### src/rtl/rsa_pkg.sv
// Shared types and constants for the radix-2 Montgomery multiplier.
package rsa_pkg;

   localparam int unsigned DEFAULT_WIDTH = 8;

   typedef enum logic [1:0] {
      IDLE = 2'd0,
      CALC = 2'd1,
      CORR = 2'd2,
      DONE = 2'd3
   } state_t;

endpackage

### src/rtl/rsa_mont_step.sv
// One radix-2 Montgomery iteration: R' = (R + a_i*b + q*m) >> 1, q chosen to make the sum even.
module rsa_mont_step
   import rsa_pkg::*;
#(
   parameter int unsigned WIDTH = DEFAULT_WIDTH
) (
   input  logic [WIDTH+1:0] r,
   input  logic             a_i,
   input  logic [WIDTH-1:0] b,
   input  logic [WIDTH-1:0] m,
   output logic [WIDTH+1:0] r_next_c
);

   localparam int unsigned RW = WIDTH + 2;

   logic [RW-1:0] sum_ab;
   logic [RW-1:0] sum_q;

   // R stays below 2m, so R + b + m < 4m fits in WIDTH+2 bits.
   always_comb begin
      sum_ab   = r + (a_i ? RW'(b) : RW'(0));
      sum_q    = sum_ab + (sum_ab[0] ? RW'(m) : RW'(0));
      r_next_c = sum_q >> 1;
   end

endmodule

### src/rtl/rsa_mont_mult.sv
// Bit-serial Montgomery multiplier: result = a*b*2^-WIDTH mod m, one multiplier bit per cycle.
module rsa_mont_mult
   import rsa_pkg::*;
#(
   parameter int unsigned WIDTH = DEFAULT_WIDTH
) (
   input  logic             clk,
   input  logic             rst_n,
   input  logic             start,
   input  logic [WIDTH-1:0] a,
   input  logic [WIDTH-1:0] b,
   input  logic [WIDTH-1:0] m,
   output logic [WIDTH-1:0] result,
   output logic             busy,
   output logic             done,
   output logic             err
);

   localparam int unsigned RW    = WIDTH + 2;
   localparam int unsigned CNT_W = $clog2(WIDTH);

   state_t             state;
   logic [WIDTH-1:0]   a_q;
   logic [WIDTH-1:0]   b_q;
   logic [WIDTH-1:0]   m_q;
   logic [RW-1:0]      r_q;
   logic [RW-1:0]      r_next_c;
   logic [WIDTH-1:0]   corr_c;
   logic [CNT_W-1:0]   cnt;

   // a_q is shifted right each CALC cycle so bit 0 is always the current multiplier bit.
   rsa_mont_step #(
      .WIDTH (WIDTH)
   ) u_step (
      .r        (r_q),
      .a_i      (a_q[0]),
      .b        (b_q),
      .m        (m_q),
      .r_next_c (r_next_c)
   );

   // Final conditional subtraction; R < 2m so one subtraction is enough.
   always_comb begin
      corr_c = (r_q >= RW'(m_q)) ? WIDTH'(r_q - RW'(m_q)) : WIDTH'(r_q);
   end

   always_ff @(posedge clk or negedge rst_n) begin
      if (!rst_n) begin
         state  <= IDLE;
         a_q    <= '0;
         b_q    <= '0;
         m_q    <= '0;
         r_q    <= '0;
         cnt    <= '0;
         result <= '0;
         busy   <= 1'b0;
         done   <= 1'b0;
         err    <= 1'b0;
      end else begin
         done <= 1'b0;
         case (state)
            IDLE: begin
               if (start) begin
                  if (m[0]) begin
                     a_q   <= a;
                     b_q   <= b;
                     m_q   <= m;
                     r_q   <= '0;
                     cnt   <= '0;
                     busy  <= 1'b1;
                     err   <= 1'b0;
                     state <= CALC;
                  end else begin
                     // Even modulus has no inverse of 2; report and finish at once.
                     err    <= 1'b1;
                     result <= '0;
                     done   <= 1'b1;
                     state  <= DONE;
                  end
               end
            end
            CALC: begin
               r_q <= r_next_c;
               a_q <= a_q >> 1;
               cnt <= cnt + CNT_W'(1);
               if (cnt == CNT_W'(WIDTH - 1)) begin
                  state <= CORR;
               end
            end
            CORR: begin
               result <= corr_c;
               busy   <= 1'b0;
               done   <= 1'b1;
               state  <= DONE;
            end
            DONE: begin
               state <= IDLE;
            end
            default: begin
               state <= IDLE;
            end
         endcase
      end
   end

endmodule
### config.mk
export PLATFORM = sky130hd
export DESIGN_NAME = rsa_mont_mult
export DESIGN_NICKNAME = d
export VERILOG_FILES = /design/src/rtl/rsa_pkg.sv /design/src/rtl/rsa_mont_step.sv /design/src/rtl/rsa_mont_mult.sv
export SDC_FILE = /design/constraint.sdc
export NUM_CORES = 1
export LEC_CHECK = 0
export ABC_AREA = 1
export CAP_MARGIN = 20
export CORE_MARGIN = 2
export CORE_UTILIZATION = 60
export CTS_BUF_LIST = sky130_fd_sc_hd__clkbuf_2 sky130_fd_sc_hd__clkbuf_4 sky130_fd_sc_hd__clkbuf_8
export DETAILED_ROUTE_END_ITERATION = 10
export DONT_BUFFER_PORTS = 1
export PLACE_DENSITY = 0.86
export SLEW_MARGIN = 20
export SYNTH_ARGS = -nofsm -noshare
export SYNTH_HDL_FRONTEND = slang
export SYNTH_SLANG_ARGS = --single-unit
### constraint.sdc
create_clock -name clk -period 3.8 [get_ports clk]
set_input_delay 0.38 -clock clk [delete_from_list [all_inputs] [get_ports clk]]
set_output_delay 0.38 -clock clk [all_outputs]
set_load 0.02 [all_outputs]
==> metrics.md <==
| Metric | Value |
|---|---|
| Status | `finished clean` |
| Slew Viols, Final | `0` |
| # H-tree levels | `2` |
| Chip Width | `78.4 um` |
| Largest area contributor in the netlist | `dfrtp_1` |
| HP Class | `input port to register` |
| Clock transition at path regs | `approximately 0.09 ns` |
| Slew HR | `51.2%` |
| Ys Warns | `0` |
| Antenna viol nets, final | `0` |
| Layout cells sized above 1 | `7.48%` |
| Die Height | `78.4 um` |
| Vias in the first global route | `between 2000 and 3000` |
| Post-Synth XOR/XNOR Area | `3.69%` |
| CTS Buf Count | `5` |
| Global-route wire length before repair | `12000 um` |
| Cell Int Power | `1.59 mW` |
| Skew final | `approximately 0.0070 ns` |
| Mean Syn Cell Area | `approximately 7.8 um^2` |
| IO Pins | `38` |
| Most common flop cell mapped by yosys | `dfrtp_1` |
| Max-cap violation count | `0` |
| P&R area growth vs syn | `5.31%` |
| Area fraction of the dominant cell type after synthesis | `36.9%` |
| Setup TNS | `0 ns` |
| Post-detailed-route via-to-cell ratio | `5.46` |
| Post-synthesis adder-cell area fraction | `12.7%` |
| Flop-to-flop setup slack | `0.63 ns` |
| Synth Net Count | `a little under 500` |
| DP Wirelength | `approximately 5400 um` |
| NetSw | `1.57 mW` |
| Avg WL per Cell | `14.0 um` |
| Initial antenna violation count | `0` |
| PnR Total Power | `3.16 mW` |
| Post-synth EDFFs | `0` |
| First DRT Iteration DRCs | `159` |
| Most area-consuming cells after synthesis | `dfrtp_1, nand2_1, ha_1` |
| Setup Buffers After CTS | `0` |
| Synth top cells by count | `nand2_1, inv_1, dfrtp_1` |
| CP Launch Type | `register` |
| Reg power frac | `29.7%` |
| Switch share | `49.6%` |
| Final setup violation count | `0` |
| Placer Congestion | `0.962` |
| Starting density of the core | `approximately 61%` |
| Grt ovf | `0` |
| Final hold violation count | `0` |
| Data arrival time of the worst path | `between 3 and 4 ns` |
| TritonCTS clock tree | `built` |
| Mapped Area | `3320 um^2` |
| Ys async rst share | `100%` |
| Mapped Cells | `426` |
| Cell with the most instances after synthesis | `nand2_1` |
| Sequential area share after synthesis | `36.9%` |
| Fmax | `316 MHz` |
| Fin crit share | `83.3%` |
| Main combinational cell family by area after synthesis | `simple AND/OR/NAND/NOR gates` |
| 1st-pass router iterations | `4` |
| Combinational fraction of design power | `between 50% and 60%` |
| Vias after detailed routing | `2729` |
| IO Port Bufs | `0` |
| Distinct cell type count after synthesis | `41` |
| Layout fillers | `448` |
| Area share of and/or/nand/nor cells after synthesis | `between 20% and 30%` |
| Worst skew pair latency | `0.31 ns` |
| Clock share of power | `10.6%` |
| Crit path capture type | `register` |
| Area post-placement | `between 3000 and 4000 um^2` |
| Total track usage | `24.9%` |
| Worst Setup Path Type | `register to register` |
| Compound-Gate Fraction of Synth Area | `12.1%` |
| RSZ-0062 raised after global routing | `false` |
| Final Net Count | `486` |
| Clk root buf | `clkbuf_8` |
| Clock Sinks | `49` |
| Drt drc | `0` |
| Clock tree buffer depth | `2` |
| Tightest Pin Transition | `0.729 ns` |
| Design area | `3500 um^2` |
| DIE AREA | `6150 um^2` |
| Ant diodes | `0` |
| Worst VDD drop | `between 0.4 and 0.5 mV` |
| Minimum clock period | `~3.2 ns` |
| Total core area | `5440 um^2` |
| Power density over cell area | `903 nW/um^2` |
| Leak Pwr | `1.89 nW` |
| Crit path max fanout | `9` |
| Post_cts resized | `0` |
| Post-synthesis mux area share | `2.71%` |
| Worst Path Required | `roughly 4.0 ns` |
| Yosys reg bits | `49` |
| Row cnt | `27` |
| Largest net degree at the start of global routing | `50` |
| Drt total wl | `7010 um` |
[cell usage in the layout, fill, tap and decap left out, types with 8 or more instances in the layout]
| master | instances |
|---|---|
| a21oi_1 | 25 |
| nand2_1 | 119 |
| nand3_1 | 16 |
| mux2_2 | 8 |
| a31oi_1 | 8 |
| inv_1 | 56 |
| dfrtp_1 | 49 |
| o21ai_0 | 13 |
| nor2_1 | 36 |
| ha_1 | 29 |
[flip-flops by register name, indices dropped and copies added, names as in the netlist]
register	count
a_q	8
b_q	8
busy	1
cnt	3
done	1
err	1
m_q	8
r_q	9
result	8
state	2
[logic make-up (layout without fill, tap and decap cells)]
family                     count (synthesis)  after routing
adders and majority gates                 32             32
AOI/OAI and AO/OA                         67             67
xor gates and xnor gates                  14             14
and+or+nand+nor                          188            188
buffers and inverters                     68             70
DFF                                       49             49
muxes                                      8              8
[layout make-up]
cell class              instances  area (um^2)  share of cell area [%]
clock inverters                 2         17.5                   0.500
multi-input cells             309         1820                    52.0
inverters                      60          225                    6.43
clock buffers                   6         82.6                    2.36
repair buffers                  2         37.5                    1.07
well taps                      72         90.1                    2.57
flip-flops and latches         49         1230                    35.0
[power by group through the flow]
stage / Combinational [mW] / Clock [mW] / Sequential, mW
after floorplan: 1.55 / 0 / 0.888
after global placement: 1.76 / 0 / 0.938
after global routing: 2.15 / 0.366 / 0.964
final: 1.89 / 0.336 / 0.939
after CTS: 1.88 / 0.345 / 0.939
after detailed placement: 1.84 / 0 / 0.949
[per-stage QoR]
stage | utilization, % | instances | hold WS [ns] | setup slack, ns
finish | 64.4 | 500 | 0.211 | 0.634
global route | 64.4 | 500 | 0.201 | 0.332
CTS | 64.4 | 500 | 0.203 | 0.688
detailed placement | 61.8 | 490 | 0.0856 | 0.758
global placement | 61.8 | 490 | 0.0858 | 0.893
floorplan | - | 426 | 0.0844 | 1.02
[worst max-delay path: stages (launching register included)]
cell     delay (ns)
dfrtp_1        0.49
nand2_1        0.08
inv_1          0.06
ha_1           0.21
inv_1          0.09
fa_1           0.41
inv_1          0.09
nand2_1        0.07
nand2_1        0.08
nand2_1        0.09
nor2_1         0.13
nor2_1         0.07
xor2_1         0.15
ha_1           0.34
a21oi_1        0.16
inv_1          0.08
a21o_1         0.16
nand2_1        0.08
nand3_1        0.09
nand3_1        0.08
nand2_1        0.05
[worst paths after layout]
path / depth (start not counted) / from / to
max: 20 / a_q[0]$_DFFE_PN0P_ / r_q[8]$_DFFE_PN0P_
min reg2reg: 2 / a_q[7]$_DFFE_PN0P_ / a_q[7]$_DFFE_PN0P_
max reg2reg: 20 / a_q[0]$_DFFE_PN0P_ / r_q[8]$_DFFE_PN0P_
max in group asynchronous: 2 / rst_n / r_q[3]$_DFFE_PN0P_
min in group asynchronous: 2 / rst_n / result[0]$_DFFE_PN0P_
min: 2 / a[7] / a_q[7]$_DFFE_PN0P_
[layer usage]
metal | GRT usage (%) | part of all wire [%]
met1 | 31.8 | 44
met2 | 42.3 | 48
met3 | 4.48 | 5.1
met4 | 8.95 | 2.4
met5 | 0 | 0
[what timing repair did]
item	in CTS	in global routing
hold buffers	2	0
endpoints found under the hold margin	49	0
endpoints found under the setup margin	0	0
(Power assumes the default switching activity.)
